**src/rtl/wb_bus_arbiter_if.sv**
```systemverilog
// wb_bus_arbiter_if: Wishbone B4 signal bundle (32-bit address/data, 4 byte selects).
// The master modport drives the request side; the slave modport answers with data/ack/err.
interface wb_bus_arbiter_if;
   logic        cyc;
   logic        stb;
   logic        we;
   logic [3:0]  sel;
   logic [31:0] adr;
   logic [31:0] dat_o;
   logic [31:0] dat_i;
   logic        ack;
   logic        err;

   modport master (output cyc, stb, we, sel, adr, dat_o, input dat_i, ack, err);
   modport slave  (input cyc, stb, we, sel, adr, dat_o, output dat_i, ack, err);
endinterface

```
**src/rtl/wb_bus_arbiter.sv**
```systemverilog
// wb_bus_arbiter: two-master (CPU, DMA) Wishbone B4 arbiter granting whole CYC tenures.
// Define ARB_TIMEOUT_EN to add the watchdog that aborts a tenure stalled without ACK/ERR.
//
// state    | meaning
// IDLE     | no owner; bus outputs and both slave-port responses held at 0
// OWN_CPU  | CPU owns the tenure; bus muxed from cpu_wb, responses routed to CPU only
// OWN_DMA  | DMA owns the tenure; bus muxed from dma_wb, responses routed to DMA only
module wb_bus_arbiter #(
   parameter bit          FIXED_PRIORITY = 1'b0,
   parameter int unsigned TIMEOUT_CYCLES = 256,
   parameter int unsigned TO_WIDTH       = 9
) (
   input  logic             clk,
   input  logic             rst,
   wb_bus_arbiter_if.slave  cpu_wb,
   wb_bus_arbiter_if.slave  dma_wb,
   wb_bus_arbiter_if.master bus_wb,
   output logic [1:0]       grant,
   output logic             timeout_irq
);

   typedef enum logic [1:0] {
      IDLE    = 2'd0,
      OWN_CPU = 2'd1,
      OWN_DMA = 2'd2
   } state_e;

   state_e     state_q, state_d;
   logic       last_dma_q;
   logic [1:0] grant_q;
   logic       abort;
   logic       fire;

   if (TIMEOUT_CYCLES < 2 || TIMEOUT_CYCLES > (32'd1 << TO_WIDTH)) begin : g_bad_timeout
      $error("TO_WIDTH too narrow for TIMEOUT_CYCLES");
   end

   // Ties go to the CPU under fixed priority, else to whoever did not own the bus last.
   always_comb begin
      state_d = state_q;
      case (state_q)
         IDLE: begin
            if (cpu_wb.cyc && (!dma_wb.cyc || FIXED_PRIORITY || last_dma_q))
               state_d = OWN_CPU;
            else if (dma_wb.cyc)
               state_d = OWN_DMA;
         end
         OWN_CPU: if (!cpu_wb.cyc) state_d = dma_wb.cyc ? OWN_DMA : IDLE;
         OWN_DMA: if (!dma_wb.cyc) state_d = cpu_wb.cyc ? OWN_CPU : IDLE;
         default: state_d = IDLE;
      endcase
   end

   always_ff @(posedge clk) begin
      if (!rst) begin
         state_q    <= IDLE;
         last_dma_q <= 1'b1;
         grant_q    <= 2'b00;
      end else begin
         state_q <= state_d;
         grant_q <= {state_d == OWN_DMA, state_d == OWN_CPU};
         if (state_d == OWN_CPU)
            last_dma_q <= 1'b0;
         else if (state_d == OWN_DMA)
            last_dma_q <= 1'b1;
      end
   end

   assign grant = grant_q;

   always_comb begin
      bus_wb.cyc   = 1'b0;
      bus_wb.stb   = 1'b0;
      bus_wb.we    = 1'b0;
      bus_wb.sel   = 4'h0;
      bus_wb.adr   = 32'h0;
      bus_wb.dat_o = 32'h0;
      cpu_wb.ack   = 1'b0;
      cpu_wb.err   = 1'b0;
      cpu_wb.dat_i = 32'h0;
      dma_wb.ack   = 1'b0;
      dma_wb.err   = 1'b0;
      dma_wb.dat_i = 32'h0;
      case (state_q)
         OWN_CPU: begin
            bus_wb.cyc   = cpu_wb.cyc & ~abort;
            bus_wb.stb   = cpu_wb.stb & ~abort;
            bus_wb.we    = cpu_wb.we;
            bus_wb.sel   = cpu_wb.sel;
            bus_wb.adr   = cpu_wb.adr;
            bus_wb.dat_o = cpu_wb.dat_o;
            cpu_wb.ack   = bus_wb.ack;
            cpu_wb.err   = bus_wb.err | fire;
            cpu_wb.dat_i = bus_wb.dat_i;
         end
         OWN_DMA: begin
            bus_wb.cyc   = dma_wb.cyc & ~abort;
            bus_wb.stb   = dma_wb.stb & ~abort;
            bus_wb.we    = dma_wb.we;
            bus_wb.sel   = dma_wb.sel;
            bus_wb.adr   = dma_wb.adr;
            bus_wb.dat_o = dma_wb.dat_o;
            dma_wb.ack   = bus_wb.ack;
            dma_wb.err   = bus_wb.err | fire;
            dma_wb.dat_i = bus_wb.dat_i;
         end
         default: ;
      endcase
   end

`ifdef ARB_TIMEOUT_EN
   logic [TO_WIDTH-1:0] wd_cnt_q;
   logic                abort_q;
   logic                own_req;

   assign own_req = (state_q == OWN_CPU) ? (cpu_wb.cyc & cpu_wb.stb) :
                    (state_q == OWN_DMA) ? (dma_wb.cyc & dma_wb.stb) : 1'b0;

   // Fires from registered state only, so ERR and the irq are glitch-free single-cycle pulses.
   assign fire  = (state_q != IDLE) && !abort_q && (wd_cnt_q == TO_WIDTH'(TIMEOUT_CYCLES - 1));
   assign abort = abort_q;

   always_ff @(posedge clk) begin
      if (!rst) begin
         wd_cnt_q <= '0;
         abort_q  <= 1'b0;
      end else begin
         if (state_d != state_q || bus_wb.ack || bus_wb.err || fire)
            wd_cnt_q <= '0;
         else if (own_req && !abort_q)
            wd_cnt_q <= wd_cnt_q + 1'b1;

         if (state_d != state_q)
            abort_q <= 1'b0;
         else if (fire)
            abort_q <= 1'b1;
      end
   end

   assign timeout_irq = fire;
`else
   assign fire        = 1'b0;
   assign abort       = 1'b0;
   assign timeout_irq = 1'b0;
`endif

endmodule

```
**src/flat_wrapper.sv**
```systemverilog
// flat-port wrapper written by rule: the top's interface ports become plain ports
module wb_bus_arbiter_flat 
#(
   parameter bit          FIXED_PRIORITY = 1'b0,
   parameter int unsigned TIMEOUT_CYCLES = 256,
   parameter int unsigned TO_WIDTH       = 9
)
  (clk, rst, grant, timeout_irq, cpu_wb_cyc, cpu_wb_stb, cpu_wb_we, cpu_wb_sel, cpu_wb_adr, cpu_wb_dat_o, cpu_wb_dat_i, cpu_wb_ack, cpu_wb_err, dma_wb_cyc, dma_wb_stb, dma_wb_we, dma_wb_sel, dma_wb_adr, dma_wb_dat_o, dma_wb_dat_i, dma_wb_ack, dma_wb_err, bus_wb_cyc, bus_wb_stb, bus_wb_we, bus_wb_sel, bus_wb_adr, bus_wb_dat_o, bus_wb_dat_i, bus_wb_ack, bus_wb_err);
  wb_bus_arbiter_if cpu_wb_i ();
  wb_bus_arbiter_if dma_wb_i ();
  wb_bus_arbiter_if bus_wb_i ();
  input  logic clk;
  input  logic rst;
  output logic [1:0] grant;
  output logic timeout_irq;
  input wire logic [$bits(cpu_wb_i.cyc)-1:0] cpu_wb_cyc;
  input wire logic [$bits(cpu_wb_i.stb)-1:0] cpu_wb_stb;
  input wire logic [$bits(cpu_wb_i.we)-1:0] cpu_wb_we;
  input wire logic [$bits(cpu_wb_i.sel)-1:0] cpu_wb_sel;
  input wire logic [$bits(cpu_wb_i.adr)-1:0] cpu_wb_adr;
  input wire logic [$bits(cpu_wb_i.dat_o)-1:0] cpu_wb_dat_o;
  output wire logic [$bits(cpu_wb_i.dat_i)-1:0] cpu_wb_dat_i;
  output wire logic [$bits(cpu_wb_i.ack)-1:0] cpu_wb_ack;
  output wire logic [$bits(cpu_wb_i.err)-1:0] cpu_wb_err;
  input wire logic [$bits(dma_wb_i.cyc)-1:0] dma_wb_cyc;
  input wire logic [$bits(dma_wb_i.stb)-1:0] dma_wb_stb;
  input wire logic [$bits(dma_wb_i.we)-1:0] dma_wb_we;
  input wire logic [$bits(dma_wb_i.sel)-1:0] dma_wb_sel;
  input wire logic [$bits(dma_wb_i.adr)-1:0] dma_wb_adr;
  input wire logic [$bits(dma_wb_i.dat_o)-1:0] dma_wb_dat_o;
  output wire logic [$bits(dma_wb_i.dat_i)-1:0] dma_wb_dat_i;
  output wire logic [$bits(dma_wb_i.ack)-1:0] dma_wb_ack;
  output wire logic [$bits(dma_wb_i.err)-1:0] dma_wb_err;
  output wire logic [$bits(bus_wb_i.cyc)-1:0] bus_wb_cyc;
  output wire logic [$bits(bus_wb_i.stb)-1:0] bus_wb_stb;
  output wire logic [$bits(bus_wb_i.we)-1:0] bus_wb_we;
  output wire logic [$bits(bus_wb_i.sel)-1:0] bus_wb_sel;
  output wire logic [$bits(bus_wb_i.adr)-1:0] bus_wb_adr;
  output wire logic [$bits(bus_wb_i.dat_o)-1:0] bus_wb_dat_o;
  input wire logic [$bits(bus_wb_i.dat_i)-1:0] bus_wb_dat_i;
  input wire logic [$bits(bus_wb_i.ack)-1:0] bus_wb_ack;
  input wire logic [$bits(bus_wb_i.err)-1:0] bus_wb_err;
  assign cpu_wb_i.cyc = cpu_wb_cyc;
  assign cpu_wb_i.stb = cpu_wb_stb;
  assign cpu_wb_i.we = cpu_wb_we;
  assign cpu_wb_i.sel = cpu_wb_sel;
  assign cpu_wb_i.adr = cpu_wb_adr;
  assign cpu_wb_i.dat_o = cpu_wb_dat_o;
  assign cpu_wb_dat_i = cpu_wb_i.dat_i;
  assign cpu_wb_ack = cpu_wb_i.ack;
  assign cpu_wb_err = cpu_wb_i.err;
  assign dma_wb_i.cyc = dma_wb_cyc;
  assign dma_wb_i.stb = dma_wb_stb;
  assign dma_wb_i.we = dma_wb_we;
  assign dma_wb_i.sel = dma_wb_sel;
  assign dma_wb_i.adr = dma_wb_adr;
  assign dma_wb_i.dat_o = dma_wb_dat_o;
  assign dma_wb_dat_i = dma_wb_i.dat_i;
  assign dma_wb_ack = dma_wb_i.ack;
  assign dma_wb_err = dma_wb_i.err;
  assign bus_wb_cyc = bus_wb_i.cyc;
  assign bus_wb_stb = bus_wb_i.stb;
  assign bus_wb_we = bus_wb_i.we;
  assign bus_wb_sel = bus_wb_i.sel;
  assign bus_wb_adr = bus_wb_i.adr;
  assign bus_wb_dat_o = bus_wb_i.dat_o;
  assign bus_wb_i.dat_i = bus_wb_dat_i;
  assign bus_wb_i.ack = bus_wb_ack;
  assign bus_wb_i.err = bus_wb_err;
  wb_bus_arbiter #(.FIXED_PRIORITY(FIXED_PRIORITY), .TIMEOUT_CYCLES(TIMEOUT_CYCLES), .TO_WIDTH(TO_WIDTH)) u_core (.clk(clk), .rst(rst), .cpu_wb(cpu_wb_i), .dma_wb(dma_wb_i), .bus_wb(bus_wb_i), .grant(grant), .timeout_irq(timeout_irq));
endmodule
```
**config.mk**
```make
export PLATFORM = sky130hd
export DESIGN_NAME = wb_bus_arbiter_flat
export DESIGN_NICKNAME = d
export VERILOG_FILES = /design/src/rtl/wb_bus_arbiter_if.sv /design/src/rtl/wb_bus_arbiter.sv /design/src/flat_wrapper.sv
export SDC_FILE = /design/constraint.sdc
export NUM_CORES = 1
export LEC_CHECK = 0
export ABC_AREA = 1
export CAP_MARGIN = 20
export CORE_AREA = 2 2 126 128
export DETAILED_ROUTE_END_ITERATION = 8
export DIE_AREA = 0 0 128 130
export SETUP_SLACK_MARGIN = 0.02
export SLEW_MARGIN = 20
export SYNTH_ARGS = -nofsm -noshare
export SYNTH_HDL_FRONTEND = slang
export SYNTH_SLANG_ARGS = --single-unit
```
**constraint.sdc**
```tcl
create_clock -name clk -period 2.1 [get_ports clk]
set_input_delay 0.315 -clock clk [delete_from_list [all_inputs] [get_ports clk]]
set_output_delay 0.315 -clock clk [all_outputs]
set_load 0.05 [all_outputs]
```
### Word-level counts from Yosys, hierarchy flattened

Index checks and enable logic that the tools add are counted.

* bits in registers: 5
* bits in latches: 0
* bits in writable memories: 0
* ROM bits: 0
* bits of input ports: 178
* memories: 0

* $add $sub $neg: 0
* $mul: 0
* divide/modulo/power cells: 0
* $lt $le $gt $ge: 0
* equal/unequal tests: 4
* shift-type cells: 0
* muxes and demuxes: 21
* bitwise gates (word level): 0
* reductions and logical operators: 5

Operators by type and width (count)
* $pmux W32 S2: 2
* $mux W32: 2
* $mux W2: 5
* $pmux W4 S2: 1
* $mux W1: 7
* $pmux W1 S2: 3
* $pmux W2 S3: 1
* $eq A2 B1 Y1 const B: 2
* $eq A2 B2 Y1 const B: 2
* $logic_not A2 Y1: 1
* $reduce_bool A2 Y1: 1
* $logic_and A1 B1 Y1: 1
* $logic_not A1 Y1: 1
* $logic_or A1 B1 Y1: 1

### Longest topological paths before layout

* word-level depth: 8
* mapped depth: 12

### Worst setup path before layout

OpenSTA, ideal clock, no wires.

* kind: register to output
* start point: register u_core.state_q[0]
* end point: output port bus_wb_adr[0]
* arrival time: 1.740 ns
* data required time: 1.785 ns
* slack: 0.045 ns
* stages on the path, launching flop included: 6
* buffers on the path: 1
* cells stage by stage: dfxtp_1 inv_1 ha_1 inv_2 clkbuf_1 a21oi_1

* longest elaborated chain between the ends: 2
* elaborated cells on any way between the ends: 3

RTL lines
* start: declaration: line wb_bus_arbiter.sv:28 `state_e state_q, state_d;`
* start signal: assignment: line wb_bus_arbiter.sv:60 `state_q <= state_d;`
* $eq A2 B2 Y1 / $eq A2 B1 Y1 (equally long branches): line wb_bus_arbiter.sv:84 `case (state_q)`
* $pmux W32 S2 *: line wb_bus_arbiter.sv:84
* end: declaration: line flat_wrapper.sv:38 `output wire logic [$bits(bus_wb_i.adr)-1:0] bus_wb_adr;`

Mark *: on every way between the ends. The rest lies on a longest branch, timed or not.

### Final worst setup path

* start point: register u_core.state_q[1]
* end point: output port bus_wb_adr[11]

The elaborated chain is that of the path after synthesis.

==> summary.txt <==
Timing
  • Final Max Tran Viols: 0
  • Period Utilization, post-route: 93.85%
  • Clk_skew: slightly above 0.001 ns
  • Minimum clock period: a little under 2 ns
  • RSZ-0062 raised after global routing: no
  • Setup tns final: 0 ns
  • Final Setup Violations: 0
  • Peak Freq: about 500 MHz
  • Least-Margin Pin Slew: 0.5003 ns
  • Slew margin rel.: between 60% and 70%
  • Final Hold Viols: 0

Clock tree
  • Clk Tree Root Cell: clkbuf_16
  • Inserted Clock Buffers: 3
  • CTS Buffer Depth: 2
  • Worst skew pair latency: 0.23 ns
  • Htree depth: 1
  • CTS tree: done
  • CTS Sinks: 5
  • Reg clk slew, reported paths: 0.03 ns
  • Post-CTS Hold Buffers: 0

Cells and area
  • Syn-to-layout area delta: 212.0%
  • Register area: 105.1 sq um
  • Fill cells: between 1,500 and 2,000
  • Most frequent cells in the layout: nand2_1 (225), clkdlybuf4s50_1 (179), buf_4 (79)
  • Area taken by multi-input logic gates: 1375 sq um
  • Antenna diode count: 0
  • Commonest non-fill, non-tap cell in the layout: nand2_1
  • Layout cells sized above 1: between 20% and 30%
  • Post-Route Utilization: about two fifths
  • Final #Nets: about 920

Place
  • Post-detail-place hpwl: 9187 um
  • Buffers on Ports: around 320
  • Placer congestion estimate: between 0.7 and 0.8

Route
  • Drt total wl: around 12,000 um
  • Wire length per cell: approximately 13 um
  • Vias per cell: 3.912
  • Antenna Nets Post-Route: 0
  • 1st-pass router iterations: 4
  • Starting DRC count in detailed routing: ~160
  • DRC violation count after routing: 0
  • Via count: 3,634

Pwr
  • Leakage: about 0.0029 uW
  • PwrDens: roughly 570 nW/um^2
  • Peak supply drop: around 270 uV
  • Tot Pwr: 3466 uW

Die
  • Die footprint: around 17,000 sq um
  • I/O pin count: 320
  • Row count: between 40 and 50
  • Core area: 15,420 sq um
  • Initial Utilization: between 10% and 20%
  • Die Wd: between 100 and 150 um
  • Die Ht: about 130 um

Worst setup path
  • CP Data Arrival Time: about 1.7 ns
  • Critical path origin: u_core.state_q[1]
  • WP data required: ~1.8 ns
  • Reg2reg setup slack: around 0.28 ns
  • Maximum fanout along the worst path: 26
  • Kind of critical path: flip-flop to output pin
  • Worst r2r path cells: 10
  • CP startpoint kind: flip-flop
  • Crit path capture type: output pin
  • Worst reg2reg path startpoint: u_core.state_q[0]
  • FF-to-FF End: u_core.last_dma_q

Logic synthesis
  • Synth top area share: a little over two fifths
  • Largest cells by area after synthesis: nand2_1 (44%), a21oi_1 (19%), inv_1 (15%)
  • Adder-cell share of the synthesized area: under 10%
  • Mux cell area share after synthesis: 0%
  • Post-Syn Area: between 1500 and 2000 sq um
  • Synth Area in Compound Gates: about a fifth
  • Largest family of logic cells by synthesized area: simple AND/OR/NAND/NOR gates
  • Distinct cells, synth: 14
  • Syn_nets: 616
  • Post-synth top area cell: nand2_1
  • Yosys warns: 0
  • Post-Syn Instances: approximately 430
  • Post-synthesis sequential area ratio: approximately 5.2%
  • Xor-xnor portion of the synthesized cell area: 0%
  • Average size of a mapped cell: around 4.5 sq um
  • Seq cells post-synth: 5
  • Simple-Gate Fraction of Synth Area: between 40% and 50%

Global route
  • Overflow after GRT: 0
  • Total GRT Usage: roughly 12%
  • Vias in the first global route: about 3,300
  • Largest net degree at the start of global routing: between 50 and 60
  • First-pass GRT wire length: approximately 17,000 um
  • Initial antenna violation count: 0

Hold path
  • WHS Path Cells: 2
  • End of the worst hold path: u_core.last_dma_q
  • Hold Path Class: flip-flop to flip-flop
  • Critical hold path startpoint: u_core.last_dma_q

Flow run
  • Max-Cap Viols: 0

Run status
  • Status: finished, final reports clean
[per-stage QoR]
step / setup WS (ns) / cell area (sq um) / hold slack, ns / std cells
global placement: 0.2052 / 5831 / 0.4556 / 920
finish: 0.1291 / 6031 / 0.4760 / 929
detailed placement: 0.1677 / 5831 / 0.4757 / 920
floorplan: 0.04517 / 1933 / 0.4085 / 431
global route: 0.02832 / 6031 / 0.5064 / 929
CTS: 0.05083 / 5984 / 0.4825 / 926
[Yosys cell counts, drive strengths merged]
master and instances:
inv 80, a21oi 73, dfxtp 5, nand2 225, conb 1, clkbuf 7, nor2 6, buf 25
nand3 1, ha 7, o21ai 1
[sequential cells by signal, indices dropped and copies added (netlist names)]
signal             cells
u_core.last_dma_q      1
u_core.grant           2
u_core.state_q         2
[repair_timing]
item | in CTS | in global routing
pin swaps | 0 | 2
resized for setup | 3 | 6
buffers inserted | 0 | 3
gates cloned | 2 | 0
endpoints found under the setup margin | 18 | 53
endpoints found under the hold margin | 0 | 0
[kinds of logic after synthesis]
family,Yosys count
simple gates,232
buf+inv,112
compound gates,74
fa+ha+maj,7
flops,5
other cells,1
[where the power goes]
group / switching, uW / internal (uW)
sequential: 16.7 / 119
clock: 59.6 / 251
combinational: 1740 / 1270
total: 1820 / 1640
[how the worst max path moves through the flow]
stage               cells past startpoint           endpoint
floorplan                               5      bus_wb_adr[0]
global placement                       10  u_core.last_dma_q
detailed placement                     10  u_core.last_dma_q
CTS                                     7     bus_wb_adr[15]
global route                            6      bus_wb_sel[2]
finish                                  6     bus_wb_adr[11]
[cell type report]
cell class                      instances  area share [%]
Sequential cell                         5           1.743
Timing Repair Buffer                  334           65.19
Multi-Input combinational cell        314           22.80
Tap cell                              192           3.983
Clock buffer                            4           1.307
Inverter                               80           4.979
[routing by layer]
layer	track usage, %	vias up	share of wire, %
met2	23.44	175	51
met3	1.640	4	6.9
met5	0	-	0
li1	-	1876	-
met4	1.034	0	0.30
met1	15.02	1579	42
[worst max-delay path: stages (launching register included)]
cell and delay, ns:
dfxtp_4 0.37, inv_2 0.07, ha_4 0.26, inv_2 0.05, bufbuf_16 0.30, a21oi_1 0.14
buf_4 0.22
(Power assumes the default switching activity.)
